<file path="src/rtl/aes_pkg.sv">
// Shared AES definitions: GF(2^8) constants, FSM state encoding and the
// column/byte helpers used by the inverse MixColumns datapath.
package aes_pkg;

    // Reduction term of the AES field polynomial x^8 + x^4 + x^3 + x + 1.
    localparam logic [7:0]  AES_POLY     = 8'h1B;
    // First row of the circulant inverse MixColumns matrix.
    localparam logic [31:0] INV_MIX_COEF = {8'h0e, 8'h0b, 8'h0d, 8'h09};
    localparam int          NUM_COLS     = 4;

    // Controller states, kept as plain constants for legacy compatibility.
    typedef logic [0:0] state_t;
    localparam state_t IDLE = 1'b0;
    localparam state_t BUSY = 1'b1;

    // Multiply by x in GF(2^8).
    function automatic logic [7:0] xtime(input logic [7:0] b);
        return {b[6:0], 1'b0} ^ (b[7] ? AES_POLY : 8'h00);
    endfunction

    // Multiply by a constant: XOR of the xtime powers selected by the
    // constant's bits. With a constant coefficient this folds to a few XORs.
    function automatic logic [7:0] gf_mul_const(input logic [7:0] b,
                                                input logic [7:0] c);
        logic [7:0] acc;
        logic [7:0] pw;
        acc = '0;
        pw  = b;
        for (int i = 0; i < 8; i++) begin
            if (c[i]) acc = acc ^ pw;
            pw = xtime(pw);
        end
        return acc;
    endfunction

    // Extract column c of a row-major state; row 0 lands in the column MSBs.
    function automatic logic [31:0] get_col(input logic [127:0] st,
                                            input logic [1:0]   c);
        logic [31:0] col;
        for (int r = 0; r < 4; r++)
            col[31-8*r -: 8] = st[127-8*(4*r+int'(c)) -: 8];
        return col;
    endfunction

    // Write column c back into its row-major byte positions.
    function automatic logic [127:0] put_col(input logic [127:0] st,
                                             input logic [1:0]   c,
                                             input logic [31:0]  col);
        logic [127:0] res;
        res = st;
        for (int r = 0; r < 4; r++)
            res[127-8*(4*r+int'(c)) -: 8] = col[31-8*r -: 8];
        return res;
    endfunction

endpackage

</file>
<file path="src/rtl/inv_calc_column.sv">
// Combinational inverse MixColumns of one 32-bit column (row 0 in the MSBs).
module inv_calc_column
    import aes_pkg::*;
(
    input  logic [31:0] col_in,
    output logic [31:0] col_out
);

    logic [7:0] s [4];

    // Split the column into its four row bytes.
    always_comb begin
        for (int r = 0; r < 4; r++)
            s[r] = col_in[31-8*r -: 8];
    end

    // Row r = 0e*s[r] ^ 0b*s[r+1] ^ 0d*s[r+2] ^ 09*s[r+3], rows mod 4.
    always_comb begin
        // NOTE: default assignment first so every path writes col_out and no latch is inferred.
        col_out = '0;
        for (int r = 0; r < 4; r++)
            for (int j = 0; j < 4; j++)
                col_out[31-8*r -: 8] = col_out[31-8*r -: 8]
                    ^ gf_mul_const(s[2'(r + j)], INV_MIX_COEF[31-8*j -: 8]);
    end

endmodule

</file>
<file path="src/rtl/inv_mix_columns_iter.sv">
// Iterative AES inverse MixColumns: COLS_PER_CYCLE columns per clock under a
// start/busy/done handshake. po_out updates only when a transform completes.
module inv_mix_columns_iter
    import aes_pkg::*;
#(
    parameter int COLS_PER_CYCLE = 1
) (
    input  logic         pi_clk,
    input  logic         pi_rst_n,
    input  logic         pi_start,
    input  logic [127:0] pi_in,
    output logic         po_busy,
    output logic         po_done,
    output logic [127:0] po_out
);

    if (COLS_PER_CYCLE != 1 && COLS_PER_CYCLE != 2 && COLS_PER_CYCLE != 4) begin : g_bad_cols
        $error("inv_mix_columns_iter: COLS_PER_CYCLE must be 1, 2 or 4");
    end

    // Index of the first column handled on the completing edge.
    localparam logic [1:0] LAST_IDX = 2'(NUM_COLS - COLS_PER_CYCLE);
    localparam logic [1:0] IDX_STEP = 2'(COLS_PER_CYCLE);

    state_t       state_q;
    logic [1:0]   idx_q;
    logic [127:0] in_q;
    logic [127:0] res_q;
    logic [127:0] res_next;
    logic [127:0] out_q;
    logic         done_q;

    logic [1:0]   col_sel [COLS_PER_CYCLE];
    logic [31:0]  col_in  [COLS_PER_CYCLE];
    logic [31:0]  col_out [COLS_PER_CYCLE];

    // One column engine per lane; lane g works on column idx+g of the latched input.
    for (genvar g = 0; g < COLS_PER_CYCLE; g++) begin : g_lane
        assign col_sel[g] = idx_q + 2'(g);
        assign col_in[g]  = get_col(in_q, col_sel[g]);

        inv_calc_column u_calc (
            .col_in  (col_in[g]),
            .col_out (col_out[g])
        );
    end

    // Merge this cycle's columns into the partial result.
    always_comb begin
        res_next = res_q;
        for (int g = 0; g < COLS_PER_CYCLE; g++)
            res_next = put_col(res_next, col_sel[g], col_out[g]);
    end

    // Controller FSM, column index and data registers.
    always_ff @(posedge pi_clk or negedge pi_rst_n) begin
        // NOTE: the data registers are reset too, so an aborted transform leaves no stale state visible.
        if (!pi_rst_n) begin
            state_q <= IDLE;
            idx_q   <= '0;
            in_q    <= '0;
            res_q   <= '0;
            out_q   <= '0;
            done_q  <= 1'b0;
        end else begin
            // NOTE: non-blocking assignments so every register samples pre-edge values.
            done_q <= 1'b0;
            case (state_q)
                IDLE: begin
                    if (pi_start) begin
                        in_q    <= pi_in;
                        idx_q   <= '0;
                        state_q <= BUSY;
                    end
                end
                BUSY: begin
                    res_q <= res_next;
                    idx_q <= idx_q + IDX_STEP;
                    if (idx_q == LAST_IDX) begin
                        out_q   <= res_next;
                        done_q  <= 1'b1;
                        state_q <= IDLE;
                    end
                end
                default: state_q <= IDLE;
            endcase
        end
    end

    assign po_busy = (state_q == BUSY);
    assign po_done = done_q;
    assign po_out  = out_q;

endmodule

</file>
<file path="config.mk">
export PLATFORM = sky130hd
export DESIGN_NAME = inv_mix_columns_iter
export DESIGN_NICKNAME = d
export VERILOG_FILES = /design/src/rtl/aes_pkg.sv /design/src/rtl/inv_calc_column.sv /design/src/rtl/inv_mix_columns_iter.sv
export SDC_FILE = /design/constraint.sdc
export NUM_CORES = 1
export LEC_CHECK = 0
export CORE_MARGIN = 1.5
export CORE_UTILIZATION = 55
export DETAILED_ROUTE_END_ITERATION = 6
export GPL_TIMING_DRIVEN = 0
export PLACE_DENSITY = 0.79
export SLEW_MARGIN = 10
export SYNTH_ARGS = -nofsm -noshare
export SYNTH_HDL_FRONTEND = slang
export SYNTH_HIERARCHICAL = 1
export SYNTH_SLANG_ARGS = --single-unit
</file>
<file path="constraint.sdc">
create_clock -name pi_clk -period 2.6 [get_ports pi_clk]
set_input_delay 0.78 -clock pi_clk [delete_from_list [all_inputs] [get_ports pi_clk]]
set_output_delay 0.78 -clock pi_clk [all_outputs]
set_load 0.01 [all_outputs]
</file>
==> Yosys cells after proc, flatten, opt, wreduce, memory -nomap -nowiden <==
Cells that the tools add are included.
{ "word_totals": {"inputBits": 131, "ramBits": 0, "mem_count": 0, "mem_bits_ro": 0, "word_cells": 40, "ff_bits": 260, "out_inout_bits": 130, "latch_bits": 0} }
{ "op_classes": {"eq_ne": 2, "bitwise_logic": 1, "n_div": 0, "order_cmp": 0, "n_shift": 8, "n_mul": 0, "reduce_logical": 1, "n_addsub": 12, "mux": 11} }
{ "op_table": {"columns": ["cell", "n"], "rows": [
  ["$shift A8 B33 Y135 const A", 4],
  ["$shiftx A1 B33 Y135 const A", 4],
  ["$bwmux W128", 4],
  ["$neg A8 Y33", 2],
  ["$neg A9 Y33", 2],
  ["$sub A7 B8 Y9 const A", 2],
  ["$add A4 B2 Y5 const A", 2],
  ["$sub A7 B5 Y8 const A", 1],
  ["$sub A7 B7 Y8 const A", 1],
  ["$add A3 B2 Y4 const A", 1],
  ["$mux W1", 4],
  ["$pmux W2 S2", 1],
  ["$add A2 B1 Y2 const B", 1],
  ["$eq A2 B2 Y1 const B", 1],
  ["$mux W2", 1],
  ["$ne A2 B2 Y1 const B", 1],
  ["$pmux W1 S2", 1],
  ["$reduce_and A2 Y1", 1],
  ["$not A1 Y1", 1]
]} }

==> Logic depth before layout (Yosys ltp) <==
{ "depth": {"word_depth": 7, "mapped_depth": 10, "mapped_depth_nobuf": 4} }

==> By module <==
The synthesis kept the hierarchy.
{ "modules_own_cells": {"columns": ["module", "area_per_inst_um2", "seq_area_each_um2", "n_inst", "cells_per_inst"], "rows": [
  ["inv_mix_columns_iter", 15842.7, 8908.5, 1, 1210],
  ["inv_calc_column", 244.0, 0.0, 1, 33]
]} }

==> Worst setup path before layout <==
Ideal clock, no wire load.
{ "synth_timing": {"path_kind": "flip-flop to flip-flop", "start": "register idx_q[0]", "end": "register res_q[120]", "t_arrival_ns": 1.872, "period_less_slack_ns": 1.993, "n_path_buf": 6, "path_stages_with_launch": 11, "path_slack_ns": 0.607, "setup_ns": 0.121, "t_required_ns": 2.479, "path_cell_list": "dfrtp_1 -> buf_6 -> buf_8 -> buf_6 -> buf_2 -> inv_1 -> ha_1 -> buf_2 -> nand2_1 -> clkbuf_1 -> a22o_1"} }
{ "synth_via": {"elab_chain_cells": 7, "word_cells_on_any_way": 23, "classes_between": "11 x add/sub; 8 x shift; 4 x mux"} }
{ "synth_rtl": {"columns": ["element", "line", "rtl"], "rows": [
  ["from (decl)", "inv_mix_columns_iter.sv:26", "logic [1:0] idx_q;"],
  ["from (signal assigned)", "inv_mix_columns_iter.sv:78", "idx_q <= idx_q + IDX_STEP;"],
  ["$add A3 B2 Y4 / $sub A7 B5 Y8 (equally long branches)", "aes_pkg.sv:52", "res[127-8*(4*r+int'(c)) -: 8] = col[31-8*r -: 8];"],
  ["$sub A7 B7 Y8 / $neg A8 Y33 (equally long branches)", "aes_pkg.sv:52", null],
  ["$neg A8 Y33 (tied with other cells)", "aes_pkg.sv:52", null],
  ["$shift A8 B33 Y135 (tied with other cells)", "aes_pkg.sv:52", null],
  ["$bwmux W128 (2 in series)", "aes_pkg.sv:52", null],
  ["$bwmux W128 (*)", "aes_pkg.sv:52", null],
  ["to (signal assigned)", "inv_mix_columns_iter.sv:77", "res_q <= res_next;"],
  ["to (decl)", "inv_mix_columns_iter.sv:28", "logic [127:0] res_q;"]
]} }
Mark *: on every way between the ends. The rest lies on a longest branch, timed or not.
A chain may end at the register's enable or synchronous reset.

==> Worst setup path after layout <==
{ "layout_timing": {"start": "register idx_q[0]", "end": "register res_q[63]"} }
Same word-level chain as after synthesis.

==> impl_metrics.ini <==
[floorplan]
dieArea_um2 = 20100
rows = 50
core_area_um2 = 18800
ios = 261
start_util_pct = 56.4
dieWidth_um = 142
die_h_um = 142

[drt]
viasPerCell = 6.29
via_count = 8682
dr.pass1.iters = 7
drtAntennaViolNets = 0
wire_per_inst_um = 22.3
dr.first_iter.drc_count = 775
drc = 0
drt_wl_total_mm = 30.7

[worst_setup_path]
worst_path_max_delay_cell = dfrtp_1
r2r-start = idx_q[0]
end_kind = flip-flop
cp-startpoint = idx_q[0]
cp_max_fo = 10
path_class = flip-flop to flip-flop
slowest_delay_ps = 410
crit_chain = buf_6 -> buf_8 -> buf_6 -> buf_2 -> inv_1 -> ha_1 -> buf_2 -> nand2_1 -> buf_2 -> a22o_1
crit_arrival_ps = 2940
critPathTopFamily = buffers and inverters
start_kind = flip-flop
cp_common_cell = buf_2
crit_required_ps = 3000
worst-path-buf-inv = 7

[power]
p_sw_share_pct = 37.1
power.internal_mw = 11.4
ir_worst_vdd_uv = 711
switching_power_mw = 6.73
powerDensity_nw_per_um2 = 1370
seq_power_share_pct = 33.8
p_leak_nw = 5.63
pwr-share-comb_pct = 45.7
p_clk_share_pct = 20.5

[synth]
syn_area_per_cell_um2 = 11.3
synth-warning-count = 6
syn_area_um2 = 10600
netlist_instances = 939

[clocking]
cts_num_sinks = 228
cts_tree = yes
tritoncts.num_buffers = 24
clockBufferDepth = 3
clk_pin_slew_ps = 60
cts_max_level = 1
cts_hold_buf = 0
clockRootBuffer = clkbuf_16
insertion_delay_ps = 530

[sta]
setup_viol_count_final = 0
slew_headroom_pct = 54.6
tightest_slew_ps = 680
clock.fmax_mhz = 393
fin_crit_sh_pct = 97.8
rsz0062_at_grt = false
finalHoldViolCount = 0
fin_skew_ps = 12.1
post-route-min-period_ps = 2540
slew_viol_final = 0

[grt]
grt_pass1_wl_mm = 48.4
antenna_found_initial = 0
grtUsageTotal_pct = 31.2
grt_pass1_vias = 8476
gr-total-overflow = 0
grt_max_degree = 101

[finish]
fin_nets = 1265
design_area_um2 = 13200
final_common_cell = dfrtp_1
drive_gt1_share_pct = 13.7
final_cell_mix = 228 x dfrtp_1, 131 x clkdlybuf4s50_1, 128 x a22o_1
syn2layout_area_growth_pct = 25.2
antennaDiodeCount = 0
fin_util_pct = 70.6

[run]
maxCapViolCount = 0

[place]
place_hpwl_mm = 20.3
port_buffers = 132
gp_congestion = 0.881
dpl_cell_area_um2 = 12400

[min_path]
hp-class = input pin to asynchronous set/reset pin

[run_status]
status = finished, final reports clean
[flip-flops by register name, indices dropped and copies added, names as in the netlist]
register,count
po_out,128
po_busy,1
res_q,96
idx_q,2
po_done,1
[through the flow]
| stage | hold WS, ps | TNS, ps | power [mW] | instances | setup slack [ps] |
|---|---|---|---|---|---|
| after global routing | 168 | 0 | 19.1 | 1380 | 7.22 |
| after global placement | 488 | -2017370 | 14.0 | 1336 | -8870 |
| after CTS | 148 | 0 | 18.0 | 1380 | 8.70 |
| after detailed placement | 491 | -337 | 14.2 | 1338 | -57.8 |
| after floorplan | 474 | 0 | 10.6 | 970 | 625 |
| final | 138 | 0 | 18.1 | 1380 | 56.3 |
[routing by layer]
metal | wire length, µm | vias up | GRT usage (%)
met2 | 14000 | 448 | 47.8
met4 | 981 | 0 | 11.2
li1 | - | 3799 | -
met5 | 0 | - | 0
met3 | 2550 | 71 | 5.10
met1 | 13200 | 4364 | 45.4
[power groups by stage]
stage	Sequential, mW	Combinational [mW]	Clock (mW)
finish	6.13	8.28	3.72
global route	6.27	8.89	3.89
CTS	6.10	8.17	3.74
detailed placement	6.13	8.09	0
global placement	6.12	7.90	0
floorplan	6.29	4.31	0
[timing repair]
item,in CTS,in global routing
endpoints found under the setup margin,10,45
gates cloned,0,0
resized for setup,1,9
buffers inserted,0,0
[final cells by class]
type	instances	area (µm²)
Buffer	176	991
Clock buffer	35	753
Clock inverter	7	113
Fill cell	1374	5520
Inverter	4	15.0
Multi-Input combinational cell	562	3990
Sequential cell	228	5710
Tap cell	234	293
Timing Repair Buffer	134	1380
[worst paths after layout]
check | depth (start not counted) | slack, ps | endpoint
worst max-delay path | 10 | 60 | res_q[63]
worst min-delay path | 1 | 140 | po_out[70]
worst max register to register | 10 | 60 | res_q[63]
worst min register to register | 1 | 500 | po_out[6]
max in group asynchronous | 3 | 1250 | res_q[20]
min in group pi_clk | 1 | 500 | po_out[6]
Power figures use the tool's default switching activity.
